$ cat config.mk
export PLATFORM = sky130hd
export DESIGN_NAME = frame_dma_sched_flat
export DESIGN_NICKNAME = d
export VERILOG_FILES = /design/src/rtl/frame_dma_sched_if.sv /design/src/rtl/frame_dma_sched.sv /design/src/flat_wrapper.sv
export SDC_FILE = /design/constraint.sdc
export NUM_CORES = 1
export LEC_CHECK = 0
export ABC_AREA = 0
export CAP_MARGIN = 20
export CELL_PAD_IN_SITES_DETAIL_PLACEMENT = 0
export CELL_PAD_IN_SITES_GLOBAL_PLACEMENT = 1
export CORE_AREA = 2 2 113 104
export DETAILED_ROUTE_END_ITERATION = 10
export DIE_AREA = 0 0 115 106
export GPL_TIMING_DRIVEN = 0
export PLACE_DENSITY = 0.84
export SLEW_MARGIN = 20
export SYNTH_ARGS = -nofsm -noshare
export SYNTH_HDL_FRONTEND = slang
export SYNTH_SLANG_ARGS = --single-unit
$ cat constraint.sdc
create_clock -name clk -period 2.1 [get_ports clk]
set_input_delay 0.42 -clock clk [delete_from_list [all_inputs] [get_ports clk]]
set_output_delay 0.42 -clock clk [all_outputs]
set_load 0.03 [all_outputs]
$ cat src/rtl/frame_dma_sched_if.sv
// DMA command/status channel between the frame scheduler (master) and the MM2S DMA (slave).
interface frame_dma_sched_if #(
  parameter int ADDR_W = 32,
  parameter int LEN_W  = 23
);
  logic              cmd_valid;
  logic              cmd_ready;
  logic [ADDR_W-1:0] cmd_addr;
  logic [LEN_W-1:0]  cmd_len;
  logic              sts_valid;
  logic              sts_ok;
  logic              sts_ready;

  modport master (
    output cmd_valid, cmd_addr, cmd_len, sts_ready,
    input  cmd_ready, sts_valid, sts_ok
  );

  modport slave (
    input  cmd_valid, cmd_addr, cmd_len, sts_ready,
    output cmd_ready, sts_valid, sts_ok
  );
endinterface

$ cat src/rtl/frame_dma_sched.sv
// Issues one MM2S command per frame at frame_end, double-buffers the framebuffer
// with boundary-aligned swaps, and reports completion, errors and late frames.
module frame_dma_sched #(
  parameter int ADDR_W      = 32,
  parameter int LEN_W       = 23,
  parameter int FRAME_BYTES = 1228800
) (
  input  logic              clk,
  input  logic              rstn,
  input  logic              enable,
  input  logic              frame_end,
  input  logic [ADDR_W-1:0] base0,
  input  logic [ADDR_W-1:0] base1,
  input  logic              swap_req,
  input  logic              err_clr,
  frame_dma_sched_if.master dma,
  output logic              front_sel,
  output logic              swap_ack,
  output logic              irq,
  output logic              busy,
  output logic              err,
  output logic [15:0]       frame_cnt,
  output logic [7:0]        late_cnt
);

  typedef enum logic [1:0] {
    S_IDLE    = 2'd0,
    S_WAIT_FE = 2'd1,
    S_ISSUE   = 2'd2,
    S_XFER    = 2'd3
  } state_t;

  state_t            r_state, w_state_nxt;
  logic              r_cmd_valid, r_sts_ready, r_front, r_swap_pend, r_swap_ack;
  logic              r_irq, r_busy, r_err;
  logic [ADDR_W-1:0] r_cmd_addr;
  logic [15:0]       r_frame_cnt;
  logic [7:0]        r_late_cnt;

  logic              w_fire, w_swap_do, w_done, w_ok, w_late, w_front_nxt;

  // Next-state and per-cycle event decode.
  always_comb begin
    w_state_nxt = r_state;
    w_fire      = 1'b0;
    w_swap_do   = 1'b0;
    w_done      = 1'b0;
    w_ok        = 1'b0;
    w_late      = 1'b0;
    case (r_state)
      S_IDLE: begin
        if (enable) w_state_nxt = S_WAIT_FE;
        else        w_state_nxt = S_IDLE;
      end
      S_WAIT_FE: begin
        if (!enable) begin
          w_state_nxt = S_IDLE;
        end else if (frame_end) begin
          w_state_nxt = S_ISSUE;
          w_fire      = 1'b1;
          w_swap_do   = r_swap_pend | swap_req;
        end else begin
          w_state_nxt = S_WAIT_FE;
        end
      end
      S_ISSUE: begin
        w_late = frame_end;
        // enable is deliberately ignored here: a presented command must complete its handshake
        if (r_cmd_valid && dma.cmd_ready) w_state_nxt = S_XFER;
        else                              w_state_nxt = S_ISSUE;
      end
      S_XFER: begin
        w_late = frame_end;
        if (r_sts_ready && dma.sts_valid) begin
          w_done      = 1'b1;
          w_ok        = dma.sts_ok;
          w_state_nxt = enable ? S_WAIT_FE : S_IDLE;
        end else begin
          w_state_nxt = S_XFER;
        end
      end
      default: w_state_nxt = S_IDLE;
    endcase
  end

  assign w_front_nxt = r_front ^ w_swap_do;

  // State and registered outputs.
  always_ff @(posedge clk) begin
    if (!rstn) begin
      r_state     <= S_IDLE;
      r_cmd_valid <= 1'b0;
      r_cmd_addr  <= {ADDR_W{1'b0}};
      r_sts_ready <= 1'b0;
      r_front     <= 1'b0;
      r_swap_pend <= 1'b0;
      r_swap_ack  <= 1'b0;
      r_irq       <= 1'b0;
      r_busy      <= 1'b0;
      r_err       <= 1'b0;
      r_frame_cnt <= 16'd0;
      r_late_cnt  <= 8'd0;
    end else begin
      r_state     <= w_state_nxt;
      r_cmd_valid <= (w_state_nxt == S_ISSUE);
      r_sts_ready <= (w_state_nxt == S_XFER);
      r_busy      <= (w_state_nxt == S_ISSUE) || (w_state_nxt == S_XFER);
      r_front     <= w_front_nxt;
      r_swap_ack  <= w_swap_do;
      // a request arriving on the very boundary that applies a swap is consumed by it
      r_swap_pend <= w_swap_do ? 1'b0 : (r_swap_pend | swap_req);
      r_irq       <= w_done;
      if (w_fire) r_cmd_addr <= w_front_nxt ? base1 : base0;
      else        r_cmd_addr <= r_cmd_addr;
      if (w_done && w_ok) r_frame_cnt <= r_frame_cnt + 16'd1;
      else                r_frame_cnt <= r_frame_cnt;
      if (w_late && (r_late_cnt != 8'hFF)) r_late_cnt <= r_late_cnt + 8'd1;
      else                                 r_late_cnt <= r_late_cnt;
      if (w_done && !w_ok) r_err <= 1'b1;
      else if (err_clr)    r_err <= 1'b0;
      else                 r_err <= r_err;
    end
  end

  assign dma.cmd_valid = r_cmd_valid;
  assign dma.cmd_addr  = r_cmd_addr;
  assign dma.cmd_len   = LEN_W'(FRAME_BYTES);
  assign dma.sts_ready = r_sts_ready;
  assign front_sel     = r_front;
  assign swap_ack      = r_swap_ack;
  assign irq           = r_irq;
  assign busy          = r_busy;
  assign err           = r_err;
  assign frame_cnt     = r_frame_cnt;
  assign late_cnt      = r_late_cnt;

endmodule

$ cat src/flat_wrapper.sv
// flat-port wrapper written by rule: the top's interface ports become plain ports
module frame_dma_sched_flat 
#(
  parameter int ADDR_W      = 32,
  parameter int LEN_W       = 23,
  parameter int FRAME_BYTES = 1228800
)
  (clk, rstn, enable, frame_end, base0, base1, swap_req, err_clr, front_sel, swap_ack, irq, busy, err, frame_cnt, late_cnt, dma_cmd_valid, dma_cmd_addr, dma_cmd_len, dma_sts_ready, dma_cmd_ready, dma_sts_valid, dma_sts_ok);
  frame_dma_sched_if #(.ADDR_W(ADDR_W), .LEN_W(LEN_W)) dma_i ();
  input  logic clk;
  input  logic rstn;
  input  logic enable;
  input  logic frame_end;
  input  logic [ADDR_W-1:0] base0;
  input  logic [ADDR_W-1:0] base1;
  input  logic swap_req;
  input  logic err_clr;
  output logic front_sel;
  output logic swap_ack;
  output logic irq;
  output logic busy;
  output logic err;
  output logic [15:0] frame_cnt;
  output logic [7:0] late_cnt;
  output wire logic [$bits(dma_i.cmd_valid)-1:0] dma_cmd_valid;
  output wire logic [$bits(dma_i.cmd_addr)-1:0] dma_cmd_addr;
  output wire logic [$bits(dma_i.cmd_len)-1:0] dma_cmd_len;
  output wire logic [$bits(dma_i.sts_ready)-1:0] dma_sts_ready;
  input wire logic [$bits(dma_i.cmd_ready)-1:0] dma_cmd_ready;
  input wire logic [$bits(dma_i.sts_valid)-1:0] dma_sts_valid;
  input wire logic [$bits(dma_i.sts_ok)-1:0] dma_sts_ok;
  assign dma_cmd_valid = dma_i.cmd_valid;
  assign dma_cmd_addr = dma_i.cmd_addr;
  assign dma_cmd_len = dma_i.cmd_len;
  assign dma_sts_ready = dma_i.sts_ready;
  assign dma_i.cmd_ready = dma_cmd_ready;
  assign dma_i.sts_valid = dma_sts_valid;
  assign dma_i.sts_ok = dma_sts_ok;
  frame_dma_sched #(.ADDR_W(ADDR_W), .LEN_W(LEN_W), .FRAME_BYTES(FRAME_BYTES)) u_core (.clk(clk), .rstn(rstn), .enable(enable), .frame_end(frame_end), .base0(base0), .base1(base1), .swap_req(swap_req), .err_clr(err_clr), .dma(dma_i), .front_sel(front_sel), .swap_ack(swap_ack), .irq(irq), .busy(busy), .err(err), .frame_cnt(frame_cnt), .late_cnt(late_cnt));
endmodule
Yosys cells after proc, flatten, opt, wreduce, memory -nomap -nowiden. Cells that the tools add are included. Widths: inputs -> output; s select.

$add $sub $neg: 2. Multipliers: 0. Div/mod/pow operators: 0. Order comparisons: 0. Eq/ne operators: 6. Shifts and indexed selects: 0. Multiplexer cells: 20. Bitwise logic cells: 3. Reduce and logical (&&, ||, !) cells: 11.

Operator list (count): $mux 32 (1); $add 16x1->16 const B (1); $mux 1 (15); $add 8x1->8 const B (1); $eq 2x2->1 const B (4); $ne 8x8->1 const B (1); $pmux 2 s4 (1); $mux 2 (3); $logic_and 1x1->1 (5); $reduce_or 2->1 (2); $eq 2x1->1 const B (1); $logic_not 2->1 (1); $reduce_bool 2->1 (1); $logic_not 1->1 (1); $logic_or 1x1->1 (1); $not 1->1 (1); $or 1x1->1 (1); $xor 1x1->1 (1).

Register bits: 66. Latch bits: 0. Bits in writable memories: 0. Bits in read-only memories: 0. Bits of input ports: 73. Logic and storage cells: 54. Memories: 0.

Depth between registers and ports, before layout.
Word-level depth: 6. Depth in mapped cells: 5. Mapped depth without buffers: 5.

Least setup slack after synthesis. Ideal clock, no wire load.

Kind: reg-to-reg. Start point: register u_core.r_frame_cnt[0] (netlist: u_core.frame_cnt[0]). End point: register u_core.r_frame_cnt[14] (netlist: u_core.frame_cnt[14]). Library setup time: 0.071 ns. Data arrival time: 1.867 ns. Required time: 2.029 ns. Slack: 0.162 ns. Stages on the path, launching flop included: 6. Path buffers: 0. Period minus slack after synthesis: 1.938 ns. Cells stage by stage: dfxtp_1 -> ha_1 -> nand2_1 -> or3_4 -> or4_1 -> a21oi_1.

Cells in the longest elaborated chain, start to end: 1.

RTL lines: from (decl) (RTL line frame_dma_sched.sv:37) `logic [15:0] r_frame_cnt;`; from (signal assigned) (RTL line frame_dma_sched.sv:115) `if (w_done && w_ok) r_frame_cnt <= r_frame_cnt + 16'd1;`; from (signal assigned) (RTL line frame_dma_sched.sv:116) `else r_frame_cnt <= r_frame_cnt;`; $add 16x1->16 (RTL line frame_dma_sched.sv:115).

No other way between the ends. A chain may end at the register's enable or synchronous reset.

Worst setup path in the final report.
Start point: input port dma_sts_valid. End point: register u_core.r_frame_cnt[10] (netlist: u_core.frame_cnt[10]).

Cells in the longest elaborated chain, start to end: 4. Elaborated cells on any way between the ends: 6. Those cells by class: mux (4); reduce/logical (2).

RTL lines: from (decl) (RTL line flat_wrapper.sv:30) `input wire logic [$bits(dma_i.sts_valid)-1:0] dma_sts_valid;`; $logic_and 1x1->1 (*) (RTL line frame_dma_sched.sv:74) `if (r_sts_ready && dma.sts_valid) begin`; $mux 1 (RTL line frame_dma_sched.sv:74); $mux 1 (RTL line frame_dma_sched.sv:50) `case (r_state)`; $logic_and 1x1->1 (*) (RTL line frame_dma_sched.sv:115).

Every way passes the cells marked *; elsewhere a longest branch is shown, timed or not.

==> impl_results.md <==
* Area leader, netlist: dfxtp_1
* Slew @ Worst Pin at around 560 ps
* Area growth syn-to-layout at 63.2%
* Max VDD drop at 0.000372 V
* Yosys reg bits at 66
* TritonCTS clock tree: done
* Grt peak-use layer: met2
* Antenna Violating Nets Remaining at 0
* 1st-iter DRT viols at ~130
* Number of H-tree levels at 3
* Synth Flop Type: dfxtp_1
* Initial antenna violation count at 0
* Post-synth top area share at 0.440
* Max Cap Viol at 0
* Setup Skew at between 6 and 7 ps
* Routed Wire Length at a little under 9 mm
* Clk sinks at between 60 and 70
* Post-Synth Simple-Gate Area at 0.135
* Complex-gate fraction of the synthesized area at 0.159
* Leak at 0.00197 uW
* Fmax at between 400 and 500 MHz
* Drc violations at 0
* Run status: complete, no violations
* Register Area at about 1300 um2
* Multiplexer share of the synthesized area at 0.130
* Fillcell total at 1083
* CP max stage delay at between 500 and 600 ps
* Nets at 581
* PortBufs at 134
* CP required at 2360 ps
* Crit Path Class: primary input to flip-flop
* Post-synthesis instance area at 3000 um2
* Unrepaired setup endpoints after global routing: false
* Largest net degree at the start of global routing at 12
* Synth warn at 0
* Final Hold Viols at 0
* Most instantiated library cell after synthesis: dfxtp_1
* Max-slew headroom at 0.625
* Layout cells sized above 1 at 0.104
* Synth top cells by count: dfxtp_1, a21oi_1, mux2i_1
* GR Util met2 at 0.241
* Die Height at 106 um
* Top post-synthesis cells by area: dfxtp_1, mux2i_1, a21oi_1
* Largest family of logic cells by synthesized area: compound AO/OA/AOI/OAI gates
* Hold Crit Class: flip-flop to flip-flop
* Setup TNS at 0 ps
* Crit path cell chain: clkdlybuf4s50_1 -> nand4_1 -> or3_4 -> buf_4 -> or4_1 -> nand2_1
* Worst Path Max Fanout at 3
* Area of the multi-input gates at around 1500 um2
* Clock transition at path regs at 50 ps
* Vias per Instance at ~4.5
* Post-synthesis adder-cell area fraction at 0.00834
* Max stage delay cell, worst path: clkdlybuf4s50_1
* Data arrival time of the worst path at 2310 ps
* Register area share after synthesis at 0.440
* Met1 usage at 0.166
* Asr flop ratio synth at 0
* Setup violations, final at 0
* First-pass GRT wire length at 13.9 mm
* Num CTS Buffers at 9
* GP Congestion at 0.752
* Initial Util at 0.270
* Synth cell types at 38
* Avg WL per Cell at 13.4 um
* Dpl cells at 628
* Root Driver: clkbuf_16
* R2r setup slk at 220 ps
* Drt first pass iters at 4
* Finished Layout Cells at between 600 and 700
* Max Slew Vio Count at 0
* Pwr dens at 647 nW/um2
* Die footprint at 12200 um2
* Die Width at 115 um
* Synthesized area per cell at 8.90 um2
* CP Capture Type: flip-flop
* Vias in the first global route at 2889
* Post-synthesis xor/xnor area fraction at 0.0321
* Core area at ~11000 um2
* Hold WS at 484 ps
* Post-synth EDFFs at 0
* Total GRT Usage at 0.143
* CTS Hold Bufs at 0
* Ant diodes at 0
* Clock Tree Buf Depth at 2
* Fin crit share at 0.973
* DR vias at 2929
* Met3 Use GR at 0.0547
* Total global routing overflow at 0
* Post-Synthesis Cells at 337
* Crit path time final at between 2000 and 2500 ps
* Post-DP HPWL at 6.65 mm
* IO Count at between 150 and 200
* Skew-Pair Late Insertion Delay at 320 ps
* Cell row count at 37
* Kind of launch point of the worst setup path: primary input
-- worst max-delay path, delay by kind of cell --
kind          cells  cell delay, ps
buf+inv           2             670
simple gates      4            1210
-- path summary, 6_finish.rpt --
check	from	end	cells after the start
worst max-delay path	dma_sts_valid	u_core.frame_cnt[10]	6
worst min-delay path	u_core.frame_cnt[15]	u_core.frame_cnt[15]	2
worst max register to register	u_core.r_state[1]	u_core.frame_cnt[10]	5
worst min register to register	u_core.frame_cnt[15]	u_core.frame_cnt[15]	2
-- per-stage QoR --
| step | setup slack [ps] | total power (uW) | util | cell area, um2 |
|---|---|---|---|---|
| 2_1_floorplan | 162 | 1630 | - | 3080 |
| 3_3_place_gp | -274 | 1870 | 0.413 | 4590 |
| 3_5_place_dp | -316 | 1880 | 0.413 | 4590 |
| 4_1_cts | 12.9 | 3210 | 0.437 | 4850 |
| 5_1_grt | 12.2 | 3300 | 0.441 | 4900 |
| 6_report | 56.8 | 3170 | 0.441 | 4900 |
-- cells by family (layout without fill, tap and decap cells) --
logic type,count (synthesis),after routing
AND/OR/NAND/NOR,78,78
other,2,23
XOR/XNOR,11,11
AO/OA/AOI/OAI,89,89
flip-flops,66,66
multiplexers,39,39
buffers and inverters,50,202
adder cells (fa/ha/maj),2,2
-- cell usage in the layout, fill, tap and decap left out, drive strengths merged, types with 9 or more instances in the layout --
cell type	Yosys	final
conb	2	23
clkdlybuf4s50	0	134
mux2i	39	39
o21ai	38	38
a21oi	39	39
buf	28	31
inv	9	9
clkbuf	13	22
dfxtp	66	66
nand2	16	16
nor2	20	20
-- state kept, by name, indices dropped and copies added, names as in the netlist, 2 cells and up --
register,flops
u_core.r_state,2
u_core.dma.cmd_addr,32
u_core.late_cnt,8
u_core.frame_cnt,16
-- per-layer routing --
layer	vias up	share of wire
met2	120	0.47
li1	1482	-
met3	12	0.084
met1	1315	0.42
met4	0	0.017
met5	-	0
-- cell type report --
cell class	count	share of cell area
multi-input cells	242	0.306
clock buffers	9	0.0460
inverters	9	0.00690
flip-flops and latches	66	0.270
well taps	136	0.0348
repair buffers	137	0.279
clock inverters	6	0.00716
plain buffers	41	0.0506
-- where the power goes --
group | leakage [uW] | internal (uW) | switching, uW
Clock | 0.000127 | 782 | 534
Sequential | 0.000535 | 1290 | 21.0
Combinational | 0.00131 | 272 | 270
Total | 0.00197 | 2340 | 825
-- repair_timing --
| action | CTS | global route |
|---|---|---|
| gates resized for setup | 0 | 9 |
| endpoints found under the setup margin | 0 | 33 |
| buffers inserted | 0 | 3 |
Power figures use the tool's default switching activity.
